--- config.mk ---
export PLATFORM = sky130hd
export DESIGN_NAME = adc_window_accumulator
export DESIGN_NICKNAME = d
export VERILOG_FILES = /design/src/rtl/adc_acc_pkg.sv /design/src/rtl/sync_fifo.sv /design/src/rtl/adc_window_accumulator.sv
export SDC_FILE = /design/constraint.sdc
export NUM_CORES = 1
export LEC_CHECK = 0
export ABC_AREA = 1
export CORE_MARGIN = 10
export CORE_UTILIZATION = 45
export DETAILED_ROUTE_END_ITERATION = 16
export PLACE_DENSITY = 0.68
export SETUP_SLACK_MARGIN = 0.05
export SLEW_MARGIN = 15
export SYNTH_ARGS = -nofsm -noshare
export SYNTH_HDL_FRONTEND = slang
export SYNTH_HIERARCHICAL = 1
export SYNTH_SLANG_ARGS = --single-unit
--- constraint.sdc ---
create_clock -name fpga_clk -period 8 [get_ports fpga_clk]
set_clock_uncertainty 0.1 [all_clocks]
set_input_delay 0.8 -clock fpga_clk [delete_from_list [all_inputs] [get_ports fpga_clk]]
set_output_delay 0.8 -clock fpga_clk [all_outputs]
set_load 0.1 [all_outputs]
--- src/rtl/adc_acc_pkg.sv ---
`default_nettype none
//==============================================================================
// Module  : adc_acc_pkg
// Brief   : Shared state encoding, RF channel mapping and result record layout
// Revision: 1.0 - initial release
//==============================================================================
package adc_acc_pkg;

    typedef enum logic [1:0] {
        ST_IDLE    = 2'd0,
        ST_ACCUM   = 2'd1,
        ST_COMMIT  = 2'd2,
        ST_DISCARD = 2'd3
    } state_t;

    localparam int c_ROT_W  = 10;
    localparam int c_CHAN_W = 2;

    localparam logic [3:0] c_RF_CH0 = 4'b0001;
    localparam logic [3:0] c_RF_CH1 = 4'b0010;
    localparam logic [3:0] c_RF_CH2 = 4'b0100;
    localparam logic [3:0] c_RF_CH3 = 4'b1000;

    // Record layout, LSB first: acc | cnt | chan | rot | sat
    function automatic int rec_w(input int cnt_w, input int acc_w);
        return 1 + c_ROT_W + c_CHAN_W + cnt_w + acc_w;
    endfunction

    function automatic int off_cnt(input int acc_w);
        return acc_w;
    endfunction

    function automatic int off_chan(input int cnt_w, input int acc_w);
        return acc_w + cnt_w;
    endfunction

    function automatic int off_rot(input int cnt_w, input int acc_w);
        return acc_w + cnt_w + c_CHAN_W;
    endfunction

    function automatic int off_sat(input int cnt_w, input int acc_w);
        return acc_w + cnt_w + c_CHAN_W + c_ROT_W;
    endfunction

    function automatic logic is_onehot4(input logic [3:0] v);
        return (v == c_RF_CH0) || (v == c_RF_CH1) ||
               (v == c_RF_CH2) || (v == c_RF_CH3);
    endfunction

    function automatic logic [1:0] chan_idx(input logic [3:0] v);
        logic [1:0] idx;
        case (v)
            c_RF_CH1: idx = 2'd1;
            c_RF_CH2: idx = 2'd2;
            c_RF_CH3: idx = 2'd3;
            default:  idx = 2'd0;
        endcase
        return idx;
    endfunction

endpackage
`default_nettype wire

--- src/rtl/sync_fifo.sv ---
`default_nettype none
//==============================================================================
// Module  : sync_fifo
// Brief   : Single-clock show-ahead FIFO with synchronous flush
// Revision: 1.0 - initial release
//==============================================================================
module sync_fifo #(
    parameter int WIDTH = 8,
    parameter int DEPTH = 8
) (
    input  logic             clk,
    input  logic             rst_n,
    input  logic             i_flush,
    input  logic             i_wr_en,
    input  logic [WIDTH-1:0] i_wr_data,
    input  logic             i_rd_en,
    output logic [WIDTH-1:0] o_rd_data,
    output logic             o_full,
    output logic             o_empty
);
    localparam int c_AW = $clog2(DEPTH);

    logic [c_AW:0]    r_wr_ptr;
    logic [c_AW:0]    r_rd_ptr;
    logic [WIDTH-1:0] r_mem [DEPTH];
    logic             w_do_wr;
    logic             w_do_rd;

    assign o_empty = (r_wr_ptr == r_rd_ptr);
    assign o_full  = (r_wr_ptr[c_AW] != r_rd_ptr[c_AW]) &&
                     (r_wr_ptr[c_AW-1:0] == r_rd_ptr[c_AW-1:0]);

    // A write into a full FIFO is allowed when the head leaves in the same cycle
    assign w_do_wr = i_wr_en & (~o_full | i_rd_en);
    assign w_do_rd = i_rd_en & ~o_empty;

    assign o_rd_data = r_mem[r_rd_ptr[c_AW-1:0]];

    always_ff @(posedge clk or negedge rst_n) begin
        if (!rst_n) begin
            r_wr_ptr <= '0;
            r_rd_ptr <= '0;
        end else if (i_flush) begin
            r_wr_ptr <= '0;
            r_rd_ptr <= '0;
        end else begin
            if (w_do_wr) r_wr_ptr <= r_wr_ptr + 1'b1;
            if (w_do_rd) r_rd_ptr <= r_rd_ptr + 1'b1;
        end
    end

    always_ff @(posedge clk) begin
        if (w_do_wr && !i_flush) r_mem[r_wr_ptr[c_AW-1:0]] <= i_wr_data;
    end

endmodule
`default_nettype wire

--- src/rtl/adc_window_accumulator.sv ---
`default_nettype none
//==============================================================================
// Module  : adc_window_accumulator
// Brief   : Sums ADC samples per adc_en window and queues tagged result records
// Revision: 1.0 - initial release
//==============================================================================
module adc_window_accumulator
    import adc_acc_pkg::*;
#(
    parameter int ADC_W      = 12,
    parameter int ACC_W      = 20,
    parameter int CNT_W      = 10,
    parameter int FIFO_DEPTH = 8
) (
    input  logic                fpga_clk,
    input  logic                rst_n,
    input  logic                sys_init_ctrl,
    input  logic                adc_en,
    input  logic [3:0]          rf_sw,
    input  logic [c_ROT_W-1:0]  rot_count,
    input  logic [ADC_W-1:0]    adc_data,
    input  logic                adc_valid,
    input  logic                res_ready,
    output logic                res_valid,
    output logic [ACC_W-1:0]    res_sum,
    output logic [CNT_W-1:0]    res_cnt,
    output logic [c_CHAN_W-1:0] res_chan,
    output logic [c_ROT_W-1:0]  res_rot,
    output logic                res_sat,
    output logic                ovf_err,
    output logic                sel_err
);
    localparam int c_REC_W    = rec_w(CNT_W, ACC_W);
    localparam int c_OFF_ACC  = 0;
    localparam int c_OFF_CNT  = off_cnt(ACC_W);
    localparam int c_OFF_CHAN = off_chan(CNT_W, ACC_W);
    localparam int c_OFF_ROT  = off_rot(CNT_W, ACC_W);
    localparam int c_OFF_SAT  = off_sat(CNT_W, ACC_W);

    state_t              r_state;
    logic                r_adc_en_q;
    logic [ACC_W-1:0]    r_acc;
    logic [CNT_W-1:0]    r_cnt;
    logic [c_CHAN_W-1:0] r_chan;
    logic [c_ROT_W-1:0]  r_rot;
    logic                r_sat;
    logic                r_ovf_err;
    logic                r_sel_err;

    logic                w_rise;
    logic                w_fall;
    logic [ACC_W:0]      w_acc_sum;
    logic                w_acc_ovf;
    logic [ACC_W-1:0]    w_acc_next;
    logic                w_cnt_max;
    logic [CNT_W-1:0]    w_cnt_next;
    logic                w_push;
    logic                w_pop;
    logic                w_drop;
    logic                w_full;
    logic                w_empty;
    logic [c_REC_W-1:0]  w_push_rec;
    logic [c_REC_W-1:0]  w_fifo_q;
    logic [c_REC_W-1:0]  w_head;

    assign w_rise = adc_en & ~r_adc_en_q;
    assign w_fall = ~adc_en & r_adc_en_q;

    assign w_acc_sum  = {1'b0, r_acc} + (ACC_W+1)'(adc_data);
    assign w_acc_ovf  = w_acc_sum[ACC_W];
    assign w_acc_next = w_acc_ovf ? '1 : w_acc_sum[ACC_W-1:0];
    assign w_cnt_max  = &r_cnt;
    assign w_cnt_next = w_cnt_max ? r_cnt : r_cnt + {{(CNT_W-1){1'b0}}, 1'b1};

    assign w_push = (r_state == ST_COMMIT);
    assign w_pop  = ~w_empty & res_ready;
    assign w_drop = w_push & w_full & ~w_pop;

    always_comb begin
        w_push_rec = '0;
        w_push_rec[c_OFF_ACC  +: ACC_W]    = r_acc;
        w_push_rec[c_OFF_CNT  +: CNT_W]    = r_cnt;
        w_push_rec[c_OFF_CHAN +: c_CHAN_W] = r_chan;
        w_push_rec[c_OFF_ROT  +: c_ROT_W]  = r_rot;
        w_push_rec[c_OFF_SAT]              = r_sat;
    end

    always_ff @(posedge fpga_clk or negedge rst_n) begin
        if (!rst_n) begin
            r_state    <= ST_IDLE;
            r_adc_en_q <= 1'b0;
            r_acc      <= '0;
            r_cnt      <= '0;
            r_chan     <= '0;
            r_rot      <= '0;
            r_sat      <= 1'b0;
            r_ovf_err  <= 1'b0;
            r_sel_err  <= 1'b0;
        end else if (sys_init_ctrl) begin
            r_state    <= ST_IDLE;
            r_adc_en_q <= 1'b0;
            r_acc      <= '0;
            r_cnt      <= '0;
            r_chan     <= '0;
            r_rot      <= '0;
            r_sat      <= 1'b0;
            r_ovf_err  <= 1'b0;
            r_sel_err  <= 1'b0;
        end else begin
            r_adc_en_q <= adc_en;
            if (w_drop) r_ovf_err <= 1'b1;
            case (r_state)
                ST_IDLE: begin
                    if (w_rise) begin
                        if (is_onehot4(rf_sw)) begin
                            r_state <= ST_ACCUM;
                            r_acc   <= adc_valid ? ACC_W'(adc_data) : '0;
                            r_cnt   <= CNT_W'(adc_valid);
                            r_chan  <= chan_idx(rf_sw);
                            r_rot   <= rot_count;
                            r_sat   <= 1'b0;
                        end else begin
                            r_sel_err <= 1'b1;
                            r_state   <= ST_DISCARD;
                        end
                    end
                end
                ST_ACCUM: begin
                    // adc_en_q is always high here, so "not fall" means adc_en is high
                    if (w_fall) begin
                        r_state <= ST_COMMIT;
                    end else if (adc_valid) begin
                        r_acc <= w_acc_next;
                        r_cnt <= w_cnt_next;
                        if (w_acc_ovf || w_cnt_max) r_sat <= 1'b1;
                    end
                end
                ST_COMMIT: begin
                    r_state <= ST_IDLE;
                end
                ST_DISCARD: begin
                    if (w_fall) r_state <= ST_IDLE;
                end
                default: begin
                    r_state <= ST_IDLE;
                end
            endcase
        end
    end

    sync_fifo #(
        .WIDTH (c_REC_W),
        .DEPTH (FIFO_DEPTH)
    ) u_fifo (
        .clk       (fpga_clk),
        .rst_n     (rst_n),
        .i_flush   (sys_init_ctrl),
        .i_wr_en   (w_push),
        .i_wr_data (w_push_rec),
        .i_rd_en   (w_pop),
        .o_rd_data (w_fifo_q),
        .o_full    (w_full),
        .o_empty   (w_empty)
    );

    assign w_head    = w_empty ? '0 : w_fifo_q;
    assign res_valid = ~w_empty;
    assign res_sum   = w_head[c_OFF_ACC  +: ACC_W];
    assign res_cnt   = w_head[c_OFF_CNT  +: CNT_W];
    assign res_chan  = w_head[c_OFF_CHAN +: c_CHAN_W];
    assign res_rot   = w_head[c_OFF_ROT  +: c_ROT_W];
    assign res_sat   = w_head[c_OFF_SAT];
    assign ovf_err   = r_ovf_err;
    assign sel_err   = r_sel_err;

endmodule
`default_nettype wire

Yosys cells after proc, flatten, opt, wreduce, memory -nomap -nowiden
Memory sizes are Yosys's and may differ from the RTL's.
Cells that the tools add are included.
W data, S select, Z words.
{"block": "classes", "add_sub_neg": 4, "n_mul": 0, "div_mod_pow": 0, "magnitude_cmp": 0, "eq_ne": 19, "shift": 0, "muxes": 51, "bitwise": 13, "n_reduce_logical": 22}
{"cell": "$mux W20", "count": 6}
{"cell": "$mux W10", "count": 10}
{"cell": "$mux W43", "count": 1}
{"cell": "$pmux W20 S2", "count": 1}
{"cell": "$ne A3 B3 Y1 const B", "count": 8}
{"cell": "$add A20 B12 Y21", "count": 1}
{"cell": "$pmux W10 S2", "count": 1}
{"cell": "$mux W2", "count": 9}
{"cell": "$mux W4", "count": 4}
{"cell": "$mux W1", "count": 15}
{"cell": "$mux W12", "count": 1}
{"cell": "$reduce_and A6 Y1", "count": 2}
{"cell": "$reduce_bool A2 Y1", "count": 6}
{"cell": "$add A10 B1 Y10 const B", "count": 1}
{"cell": "$reduce_and A10 Y1", "count": 1}
{"cell": "$reduce_and A3 Y1", "count": 3}
{"cell": "$add A4 B1 Y4 const B", "count": 2}
{"cell": "$pmux W2 S4", "count": 1}
{"cell": "$and A1 B1 Y1", "count": 7}
{"cell": "$pmux W2 S3", "count": 1}
{"cell": "$not A1 Y1", "count": 5}
{"cell": "$reduce_and A5 Y1", "count": 1}
{"cell": "$eq A2 B2 Y1 const B", "count": 2}
{"cell": "$eq A4 B1 Y1 const B", "count": 1}
{"cell": "other kinds (15)", "count": 19}
{"block": "word_totals", "register_bits": 56, "latch_bits": 0, "ramBits": 344, "romBits": 0, "output_inout_bits": 46, "word_cells": 121, "n_memories": 1}
{"name": "u_fifo.r_mem", "depth": 8, "width": 43, "rd": 1, "rd_clocked_by_memory_dff": 0, "wr": 1, "line_no": "sync_fifo.sv:25", "text": "logic [WIDTH-1:0] r_mem [DEPTH];"}

Depth between registers and ports, before layout
Gate-level depths: netlist of run 1.
{"block": "depth", "word_depth": 8, "mapped_depth": 14, "mapped_depth_nobuf": 13}

Cells and area by module
The synthesis of run 1 kept the hierarchy.
{"module": "sync_fifo", "n_inst": 1, "cells_each": 1054, "area_per_inst_um2": 13833.3, "seq_area_each_um2": 10530.1}
{"module": "adc_window_accumulator", "n_inst": 1, "cells_each": 610, "area_per_inst_um2": 3809.9, "seq_area_each_um2": 1201.2}

Worst setup path after synthesis of run 1
Ideal clock, no wire load.
{"block": "synth_path", "path_kind": "register to register", "start": "reg u_fifo.r_rd_ptr[0]", "end": "mem u_fifo/r_mem[0][0] (netlist name) (enable)", "arrival_time_ns": 3.641, "t_required_ns": 7.456, "slack_ns": 3.816, "path_stages_with_launch": 14, "path_buffers": 2, "cell_sequence": "dfrtp_1 > buf_6 > inv_2 > nand2_1 > nand2_1 > nor2_4 > nand3_4 > inv_1 > clkbuf_1 > nor2_1 > inv_1 > nand4_4 > nand3_2 > nor2_1"}
{"block": "synth_via", "elab_chain_cells": 8}
{"item": "from (decl)", "line_no": "sync_fifo.sv:24", "text": "logic [c_AW:0] r_rd_ptr;"}
{"item": "from (signal assigned)", "line_no": "sync_fifo.sv:48", "text": "if (w_do_rd) r_rd_ptr <= r_rd_ptr + 1'b1;"}
{"item": "$eq A4 B4 Y1", "line_no": "sync_fifo.sv:29", "text": "assign o_empty = (r_wr_ptr == r_rd_ptr);"}
{"item": "net w_empty", "line_no": "adc_window_accumulator.sv:61", "text": "logic w_empty;"}
{"item": "$not A1 Y1", "line_no": "adc_window_accumulator.sv:76", "text": "assign w_pop = ~w_empty & res_ready;"}
{"item": "$and A1 B1 Y1", "line_no": "adc_window_accumulator.sv:76"}
{"item": "net w_pop", "line_no": "adc_window_accumulator.sv:58", "text": "logic w_pop;"}
{"item": "$or A1 B1 Y1", "line_no": "sync_fifo.sv:34", "text": "assign w_do_wr = i_wr_en & (~o_full | i_rd_en);"}
{"item": "$and A1 B1 Y1", "line_no": "sync_fifo.sv:34"}
{"item": "$logic_and A1 B1 Y1", "line_no": "sync_fifo.sv:53", "text": "if (w_do_wr && !i_flush) r_mem[r_wr_ptr[c_AW-1:0]] <= i_wr_data;"}
{"item": "$mux W1", "line_no": "sync_fifo.sv:53"}
{"item": "$mux W1 (implied by the code)", "line_no": "sync_fifo.sv:53"}
{"item": "to (decl)", "line_no": "sync_fifo.sv:25"}
The timed path passes the listed nets, and every way through them passes these cells.

Worst setup path in the final report of run 1
{"block": "layout_path", "start": "reg u_fifo.r_rd_ptr[0]", "end": "out res_sum[10]"}
{"block": "layout_via", "elab_chain_cells": 2}
{"item": "$mem_v2 Z8 W43"}
{"item": "net w_fifo_q[10]", "line_no": "adc_window_accumulator.sv:63", "text": "logic [c_REC_W-1:0] w_fifo_q;"}
{"item": "$mux W43", "line_no": "adc_window_accumulator.sv:166", "text": "assign w_head = w_empty ? '0 : w_fifo_q;"}
{"item": "to (decl)", "line_no": "adc_window_accumulator.sv:25", "text": "output logic [ACC_W-1:0] res_sum,"}
The timed path passes the listed nets, and every way through them passes these cells.

==> results of run 1 <==
[path summary, 6_finish.rpt]
kind	startpoint	cells after the start	endpoint	slack, ns
setup / recovery	u_fifo/r_rd_ptr[0]	9	res_sum[10]	2.05
hold / removal	rst_n	2	r_acc[3]	0.36
setup reg to reg	u_fifo/r_rd_ptr[0]	12	u_fifo/r_mem[0][27]	2.51
hold reg to reg	sel_err	1	sel_err	0.41
max in group asynchronous	rst_n	2	u_fifo/r_rd_ptr[0]	6.76
min in group fpga_clk	sel_err	1	sel_err	0.41
[sequential cells by signal, indices dropped and copies added, names as in the netlist, 2 cells and up]
| register | count |
|---|---|
| u_fifo/r_mem | 344 |
| r_acc | 20 |
| r_state | 2 |
| r_rot | 10 |
| u_fifo/r_wr_ptr | 4 |
| r_cnt | 10 |
| u_fifo/r_rd_ptr | 4 |
| r_chan | 2 |
[cell type report]
type / instances / area (µm²) / area share, %
timing repair buffer: 92 / 878.3 / 4.362
sequential: 400 / 11740 / 58.29
inverter: 112 / 426.7 / 2.119
clock buffer: 54 / 1115 / 5.537
tap: 518 / 648.1 / 3.219
multi-input combinational: 1068 / 5132 / 25.49
clock inverter: 18 / 197.7 / 0.9818
[cell usage in the layout, fill, tap and decap left out, drive strengths merged, types with 7 or more instances in the layout]
master           n
nor2           299
edfxtp         344
xor2             7
nand2          346
xnor2            9
a21oi           12
dfrtp           56
o21ai          188
buf             16
inv            110
nor3             9
o22ai           86
nand4           15
clkinv          14
ha              15
clkbuf          54
nand3           68
clkdlybuf4s50   76
[critical path, delay by kind of cell, from the launching register on]
| kind | cells | cell delay, ns |
|---|---|---|
| compound gates | 2 | 0.36 |
| buf+inv | 4 | 2.87 |
| flops | 1 | 0.79 |
| simple gates | 3 | 0.43 |
[kinds of logic (layout without fill, tap and decap cells)]
family / after synthesis / in the layout
simple gates: 743 / 743
flops: 400 / 400
compound gates: 293 / 293
buf+inv: 196 / 276
fa+ha+maj: 16 / 16
xor+xnor: 16 / 16
[routing by layer]
layer / wire length [µm] / share of wire [%] / GRT usage, %
met2: 20740 / 49 / 29.96
met3: 3042 / 7.2 / 2.774
met5: 0 / 0 / 0
met1: 18000 / 42 / 23.04
met4: 671 / 1.6 / 4.443
[stage by stage]
| stage | hold WS [ns] | instance area, µm² |
|---|---|---|
| floorplan | 0.3690 | 17640 |
| global placement | 0.3803 | 18820 |
| detailed placement | 0.3900 | 18820 |
| CTS | 0.4030 | 20140 |
| global route | 0.4368 | 20140 |
| finish | 0.3615 | 20140 |
[report_power, final]
group / internal [mW] / switching [mW]
Clock: 1.11 / 0.760
Combinational: 0.516 / 1.70
Sequential: 2.55 / 0.223
==> flow_summary.json, run 1 <==
{
  "io_pins": 78,
  "dp_hpwl_mm": 23.31,
  "die_area_um2": 47530,
  "yosys.area.top_type_share_pct": 58.55,
  "cp_slowest_stage_delay_ns": 1.21,
  "period_needed_ns": 5.947,
  "setup_tns_ns": 0,
  "synth_area_leaders": "edfxtp_1 59%, dfrtp_1 7.9%, nand2_1 7.1%",
  "ys_ff_latch": 400,
  "antenna_found_initial": 0,
  "grt_max_degree": 109,
  "syn_to_final_growth_pct": 14.13,
  "ys.flop_type": "edfxtp_1",
  "vias_per_cell": 5.405,
  "synthMuxAreaShare_pct": 0,
  "startpoint_type": "flip-flop",
  "max_slew.worst_pin.slew_ns": 1.144,
  "vdd_drop_max_uv": 291.8,
  "routabilityCongestion": 0.8614,
  "drive_above_1_share_pct": 7.167,
  "worst_ep_arrival_time_ns": 5.05,
  "fmax_mhz": 168.2,
  "ys_types": 46,
  "synth.most_common_cell": "edfxtp_1",
  "synth_top_family_by_area": "simple AND/OR/NAND/NOR gates",
  "synth_edf_count": 344,
  "grt_setup_unrepaired": "false",
  "grt_usage_pct": 17.60,
  "synth_compound_area_share_pct": 9.205,
  "synthTopCellsByCount": "344 x edfxtp_1, 335 x nand2_1, 292 x nor2_1",
  "port_buffers": 77,
  "finish.utilization_pct": 51.98,
  "report.power.total_mw": 6.858,
  "h-tree-depth": 2,
  "crit_type": "reg2out",
  "n_antenna_cell": 0,
  "preCtsSetupSlack_ns": 2.494,
  "dp_cells": 2190,
  "wl_mm": 42.46,
  "first_pass_iters": 5,
  "crit_chain": "inv_4, buf_4, o21ai_0, o22ai_1, nand2_1, nand2_1, inv_1, nor2_1, clkdlybuf4s50_1",
  "nFillCells": 3446,
  "detail-route-antenna-nets": 0,
  "drt_iter0_drc": 1087,
  "grt-ovfl-total": 0,
  "maxCapViolCount": 0,
  "via_count": 12230,
  "post_cts_buffers": 0,
  "required_ns": 7.10,
  "ctsHoldBuffers": 0,
  "core_um2": 38740,
  "min_period_over_period_pct": 74.33,
  "grt_pass1_wl_mm": 67.01,
  "initial_utilization_pct": 45.55,
  "fin_cells": 2262,
  "synth_xor_area_share_pct": 0.8368,
  "synthAdderAreaFrac_pct": 1.177,
  "yosysSeqAreaShare_pct": 66.49,
  "drc_errors": 0,
  "setup_violations": 0,
  "clock-sinks": 400,
  "worst_path_max_delay_cell": "clkdlybuf4s50_1",
  "clk_latency_ns": 0.52,
  "leakagePower_nw": 7.720,
  "drv_slew": 0,
  "finalHoldViolCount": 0,
  "die_y_um": 218.0,
  "end_kind": "primary output",
  "setup_ws_ns": 2.053,
  "layout.nets": 1763,
  "path_clk_slew_ns": 0.06,
  "die_width_um": 218.0,
  "yosysTopAreaCell": "edfxtp_1",
  "maxSlewHeadroom_pct": 23.52,
  "routedWlPerCell_um": 18.77,
  "min_path_type": "in2async",
  "cp_max_fo": 108,
  "rows": 72,
  "grt_pass1_vias": 12000,
  "outcome": "complete, no violations",
  "ys_warn_count": 6,
  "syn_area_um2": 17640,
  "cts_tree": "yes",
  "cts_resized": 0,
  "synth_cells": 1664,
  "root_buffer": "clkbuf_16",
  "cts_buffer_depth": 3,
  "async_reset_ff_share_pct": 14.00,
  "crit_top_cell": "nand2_1",
  "synth_nets": 1712,
  "yosys.area_share.simple_pct": 17.53,
  "powerDensity_nw_per_um2": 340.6,
  "postSynthAreaPerCell_um2": 10.60,
  "numCtsBuffers": 41
}
Note: power is estimated with default switching activity, not from simulation.
==> inputs of run 2 (changes only) <==
PLACE_DENSITY = 0.71   (was 0.68)
clock period = 5.2 ns   (was 8 ns; I/O delays follow)
==> run 2 against run 1 <==
Against the previous run:
- clock-buffer cell count up 1
- critical path depth is the same
- sequential share of layout area is 0.37 points higher
- first-iteration DRC count increased by 0.46%
- highest routed layer unchanged
- clock power is 44% higher
- via count increased by 0.64%
- die area did not move
==> flow_summary.json, run 2 (same netlist as run 1, synthesis figures left out) <==
{
  "outcome": "complete, no violations",
  "clock-sinks": 400,
  "multi_input_area_um2": 5132,
  "largest_register_ffs": 344,
  "drt_iter0_drc": 1092,
  "grt_usage_pct": 17.68,
  "crit_buf_inv": 4,
  "via_count": 12310,
  "min_path_type": "in2async",
  "post_cts_buffers": 0,
  "hold-worst-slack_ns": 0.07716,
  "die_width_um": 218.0,
  "grtUsageMet3_pct": 2.746,
  "wl_mm": 42.26,
  "grt_pass1_wl_mm": 67.34,
  "placed_cell_area_um2": 18790,
  "min_period_over_period_pct": 84.74,
  "h-tree-depth": 2,
  "mostFrequentLayoutCells": "344 x edfxtp_1, 335 x nand2_1, 284 x nor2_1, 173 x o21ai_0, 102 x inv_1",
  "gr-usage-met2_pct": 30.00,
  "end_kind": "primary output",
  "crit_chain": "buf_4, buf_4, o21ai_0, o22ai_1, nand2_1, nand2_1, inv_1, nor2_1, buf_4",
  "grt_pass1_vias": 12090,
  "pwr-share-comb_pct": 32.6,
  "grt_setup_unrepaired": "false",
  "vdd_drop_max_uv": 447.8,
  "reg2reg_from": "u_fifo/r_rd_ptr[0]",
  "powerDensity_nw_per_um2": 518.4,
  "n_antenna_cell": 0,
  "required_ns": 4.58,
  "core_um2": 38740,
  "drv_slew": 0,
  "switching_share_pct": 40.04,
  "worst_path_max_delay_cell": "buf_4",
  "cp_slowest_stage_delay_ns": 0.73,
  "first_pass_iters": 5,
  "reg2reg_to": "u_fifo/r_mem[1][7]",
  "initial_utilization_pct": 45.55,
  "leakagePower_nw": 7.800,
  "cp_max_fo": 82,
  "p_clk_share_pct": 26.0,
  "period_needed_ns": 4.406,
  "crit_type": "reg2out",
  "rr_worst_depth": 12,
  "rrSetupSlack_ns": 1.34,
  "crit_top_cell": "buf_4",
  "startpoint_type": "flip-flop",
  "routabilityCongestion": 0.8537,
  "fmax_mhz": 226.9,
  "seqPwrFrac_pct": 41.4,
  "die_y_um": 218.0,
  "seq_area_um2": 11740,
  "cts_buffer_depth": 3,
  "drive_above_1_share_pct": 9.783,
  "grt-ovfl-total": 0,
  "antenna_found_initial": 0,
  "vias_per_cell": 5.430,
  "drc_errors": 0,
  "maxSlewHeadroom_pct": 33.48,
  "dp_hpwl_mm": 24.54,
  "layout.nets": 1768,
  "layout_commonest_cell": "edfxtp_1",
  "top_usage_layer": "met2",
  "maxCapViolCount": 0,
  "port_buffers": 77,
  "root_buffer": "clkbuf_16",
  "rows": 72,
  "clk_latency_ns": 0.53,
  "p_int_mw": 6.219,
  "crit_family": "buffers and inverters",
  "numCtsBuffers": 41,
  "nFillCells": 3383,
  "cts_resized": 0,
  "io_pins": 78,
  "setup_tns_ns": 0,
  "post-route-cell-area_um2": 20010,
  "max_slew.worst_pin.slew_ns": 0.9947,
  "ctsHoldBuffers": 0,
  "syn_to_final_growth_pct": 13.40,
  "path_clk_slew_ns": 0.06,
  "netSwitchingPower_mw": 4.153,
  "worst_ep_arrival_time_ns": 3.79,
  "detail-route-antenna-nets": 0,
  "routedWlPerCell_um": 18.65,
  "worst-path-stages": 9,
  "report.power.total_mw": 10.37,
  "setup_violations": 0,
  "met1_usage_pct": 23.39,
  "die_area_um2": 47530,
  "finalHoldViolCount": 0,
  "cts_tree": "yes",
  "grt_max_degree": 88
}
## run 2: worst reg2reg max path, stage by stage (launching register included)
cell and delay, ns:
dfrtp_4 0.65, inv_4 0.38, nand2_1 0.11, nand2_1 0.12
nor2_4 0.06, nand3_4 0.08, inv_2 0.04, nor2_1 0.34
inv_1 0.13, nand4_4 0.15, nand3_2 0.37, nor2_4 0.60
buf_4 0.37
## run 2: layout make-up
class                           instances  share of cell area (%)
Multi-Input combinational cell       1068                   25.65
Timing Repair Buffer                   97                   4.215
Inverter                              112                   2.126
Sequential cell                       400                   58.66
Clock inverter                         16                  0.5628
Clock buffer                           55                   5.541
Tap cell                              518                   3.239
## run 2: power groups by stage
| stage | sequential (mW) | combinational (mW) | clock [mW] |
|---|---|---|---|
| floorplan | 4.19 | 2.65 | 0 |
| global placement | 4.34 | 3.37 | 0 |
| detailed placement | 4.36 | 3.40 | 0 |
| CTS | 4.29 | 3.41 | 2.74 |
| global route | 4.34 | 3.65 | 2.88 |
| finish | 4.29 | 3.38 | 2.70 |
## run 2: metrics by stage
step	setup WS, ns	utilization, %	instances
finish	0.7937	51.65	2266
global placement	1.488	48.50	2195
CTS	0.7625	51.65	2266
floorplan	1.016	-	1664
global route	0.4908	51.65	2266
detailed placement	1.382	48.50	2195
## run 2: worst max path at each step
stage | from | end
2_1_floorplan | u_fifo/r_rd_ptr[0] | u_fifo/r_mem[0][0]
3_5_place_dp | u_fifo/r_rd_ptr[0] | res_sum[8]
5_1_grt | u_fifo/r_rd_ptr[0] | res_sum[8]
6_report | u_fifo/r_rd_ptr[0] | res_sum[8]
3_3_place_gp | u_fifo/r_rd_ptr[0] | res_sum[8]
4_1_cts | u_fifo/r_rd_ptr[0] | res_sum[8]
## run 2: layer usage
layer,up-vias,routed length [µm]
met3,53,3062
met4,0,659
li1,5834,-
met1,5938,18090
met2,480,20450
met5,-,0
==> inputs of run 3 (changes only) <==
PLACE_DENSITY = 0.68   (was 0.71)
clock period = 4.3 ns   (was 5.2 ns; I/O delays follow)
==> run 3 against run 2 <==
Against the previous run:
- via count grew 1.6%
- die area stayed put
- sequential power is 20% higher
- final cell count is 0.66% higher
- hold slack improved by 0.30 ns
- worst setup slack lost 0.14 ns
- power increased by 28%
- critical path depth fell by 1
- routed wire length rose by 0.85%
- clock-buffer cell count down 2
- global-route usage rose by 0.12 points
- combinational power up 38%
- critical endpoint is now res_sum[18]
==> flow_summary.json, run 3 (same netlist as run 1, synthesis figures left out) <==
{
  "outcome": "complete, no violations",
  "layout.nets": 1777,
  "die_y_um": 218.0,
  "setup_tns_ns": 0,
  "routabilityCongestion": 0.8689,
  "crit_type": "reg2out",
  "grt-ovfl-total": 0,
  "antenna_found_initial": 0,
  "detail-route-antenna-nets": 0,
  "worst_ep_arrival_time_ns": 3.12,
  "routedWlPerCell_um": 18.68,
  "rows": 72,
  "finalHoldViolCount": 0,
  "root_buffer": "clkbuf_16",
  "grt_pass1_wl_mm": 67.92,
  "maxSlewHeadroom_pct": 34.70,
  "drt_iter0_drc": 1179,
  "grt_usage_pct": 17.81,
  "n_antenna_cell": 0,
  "p_clk_share_pct": 25.8,
  "clk_latency_ns": 0.54,
  "worst_path_max_delay_cell": "dfrtp_4",
  "crit_chain": "buf_4, o21ai_0, o22ai_1, nand2_1, nand2_1, inv_1, nor2_1, buf_12",
  "setup_violations": 0,
  "drive_above_1_share_pct": 10.32,
  "leakagePower_nw": 8.054,
  "period_needed_ns": 3.649,
  "crit_buf_inv": 3,
  "crit_top_cell": "nand2_1",
  "die_area_um2": 47530,
  "via_count": 12500,
  "grt_setup_unrepaired": "false",
  "numCtsBuffers": 42,
  "p_int_mw": 8.142,
  "holdPathEnd": "r_rot[7]",
  "io_pins": 78,
  "setup_ws_ns": 0.6511,
  "fmax_mhz": 274.1,
  "layout_commonest_cell": "edfxtp_1",
  "rrSetupSlack_ns": 0.74,
  "fin_cells": 2281,
  "netSwitchingPower_mw": 5.126,
  "reg2reg_to": "u_fifo/r_mem[1][26]",
  "seqPwrFrac_pct": 38.9,
  "holdCritStartpoint": "rot_count[7]",
  "cts_tree": "yes",
  "placed_cell_area_um2": 19450,
  "switching_share_pct": 38.64,
  "first_pass_iters": 6,
  "powerDensity_nw_per_um2": 638.6,
  "wl_mm": 42.62,
  "grt_max_degree": 175,
  "max_slew.worst_pin.slew_ns": 0.9764,
  "vdd_drop_max_uv": 383.2,
  "end_kind": "primary output",
  "core_um2": 38740,
  "min_path_type": "in2reg",
  "min_period_over_period_pct": 84.86,
  "syn_to_final_growth_pct": 17.77,
  "crit_family": "flip-flops",
  "finish.utilization_pct": 53.64,
  "cts_buffer_depth": 3,
  "cp_max_fo": 63,
  "crit_start": "u_fifo/r_rd_ptr[0]",
  "vias_per_cell": 5.481,
  "clock-sinks": 400,
  "port_buffers": 77,
  "holdPathStages": 3,
  "required_ns": 3.77,
  "largest_register_ffs": 344,
  "nFillCells": 3292,
  "rr_worst_depth": 11,
  "h-tree-depth": 2,
  "grt_pass1_vias": 12210,
  "reg2reg_from": "u_fifo/r_rd_ptr[0]",
  "drc_errors": 0,
  "preCtsSetupSlack_ns": 0.7454,
  "initial_utilization_pct": 45.55,
  "dp_hpwl_mm": 24.77,
  "path_clk_slew_ns": 0.06,
  "startpoint_type": "flip-flop",
  "die_width_um": 218.0,
  "maxCapViolCount": 0,
  "dp_cells": 2202,
  "drv_slew": 0,
  "post-route-cell-area_um2": 20780,
  "post_cts_buffers": 0,
  "cp_slowest_stage_delay_ns": 0.85,
  "pwr-share-comb_pct": 35.3,
  "mostFrequentLayoutCells": "344 x edfxtp_1, 335 x nand2_1, 284 x nor2_1, 173 x o21ai_0, 102 x inv_1"
}
[run 3: cell count changes in the layout (fill, tap and decap cells not counted), sizes merged]
cell,before,now
buf,65,72
clkinv,12,19
clkbuf,55,53
bufinv,1,2
dlygate4sd3,0,1
inv,113,114
[run 3: area by class of cell]
class,count,area (µm²),share of cell area [%]
clock inverter,25,193.9,0.9333
sequential,400,11740,56.49
inverter,112,425.4,2.047
tap,518,648.1,3.119
timing repair buffer,105,1519,7.310
multi-input combinational,1068,5132,24.70
clock buffer,53,1122,5.401
[run 3: worst register-to-register path, stage by stage, from the launching register on]
cell     delay (ns)
dfrtp_4        0.85
nand2_1        0.12
nand2_1        0.14
nor2_4         0.07
nand3_4        0.08
inv_2          0.04
nor2_1         0.35
inv_1          0.14
nand4_4        0.16
nand3_2        0.36
nor2_4         0.58
buf_12         0.25
[run 3: through the flow]
stage               hold slack (ns)  power (mW)
global placement             0.3951       9.878
global route                 0.3869       13.88
detailed placement           0.3897       9.946
finish                       0.3743       13.27
CTS                          0.3622       13.37
floorplan                   0.03441       8.274
[run 3: layer usage]
| metal | global-route usage, % | vias to the layer above | part of all wire, % |
|---|---|---|---|
| met5 | 0 | - | 0 |
| met4 | 4.513 | 0 | 1.7 |
| met3 | 2.705 | 71 | 7.0 |
| met2 | 29.49 | 430 | 48 |
| met1 | 24.08 | 6130 | 43 |
| li1 | - | 5872 | - |
[run 3: power by group through the flow]
stage | sequential (mW) | combinational [mW] | clock [mW]
floorplan | 5.06 | 3.21 | 0
global placement | 5.22 | 4.66 | 0
detailed placement | 5.24 | 4.70 | 0
CTS | 5.16 | 4.72 | 3.48
global route | 5.22 | 5.01 | 3.64
finish | 5.16 | 4.68 | 3.43
[run 3: how the worst max path moves through the flow]
stage               cells past startpoint  slack (ns)             endpoint
floorplan                              13        0.12   u_fifo/r_mem[0][0]
global placement                       11        0.80  u_fifo/r_mem[2][26]
detailed placement                     11        0.75  u_fifo/r_mem[5][21]
CTS                                     8        0.59          res_sum[18]
global route                            8        0.40          res_sum[18]
finish                                  8        0.65          res_sum[18]
[run 3: repair_timing]
action	in CTS	in global routing
hold buffers	1	0
gates resized for setup	0	0
hold endpoints to repair	21	0
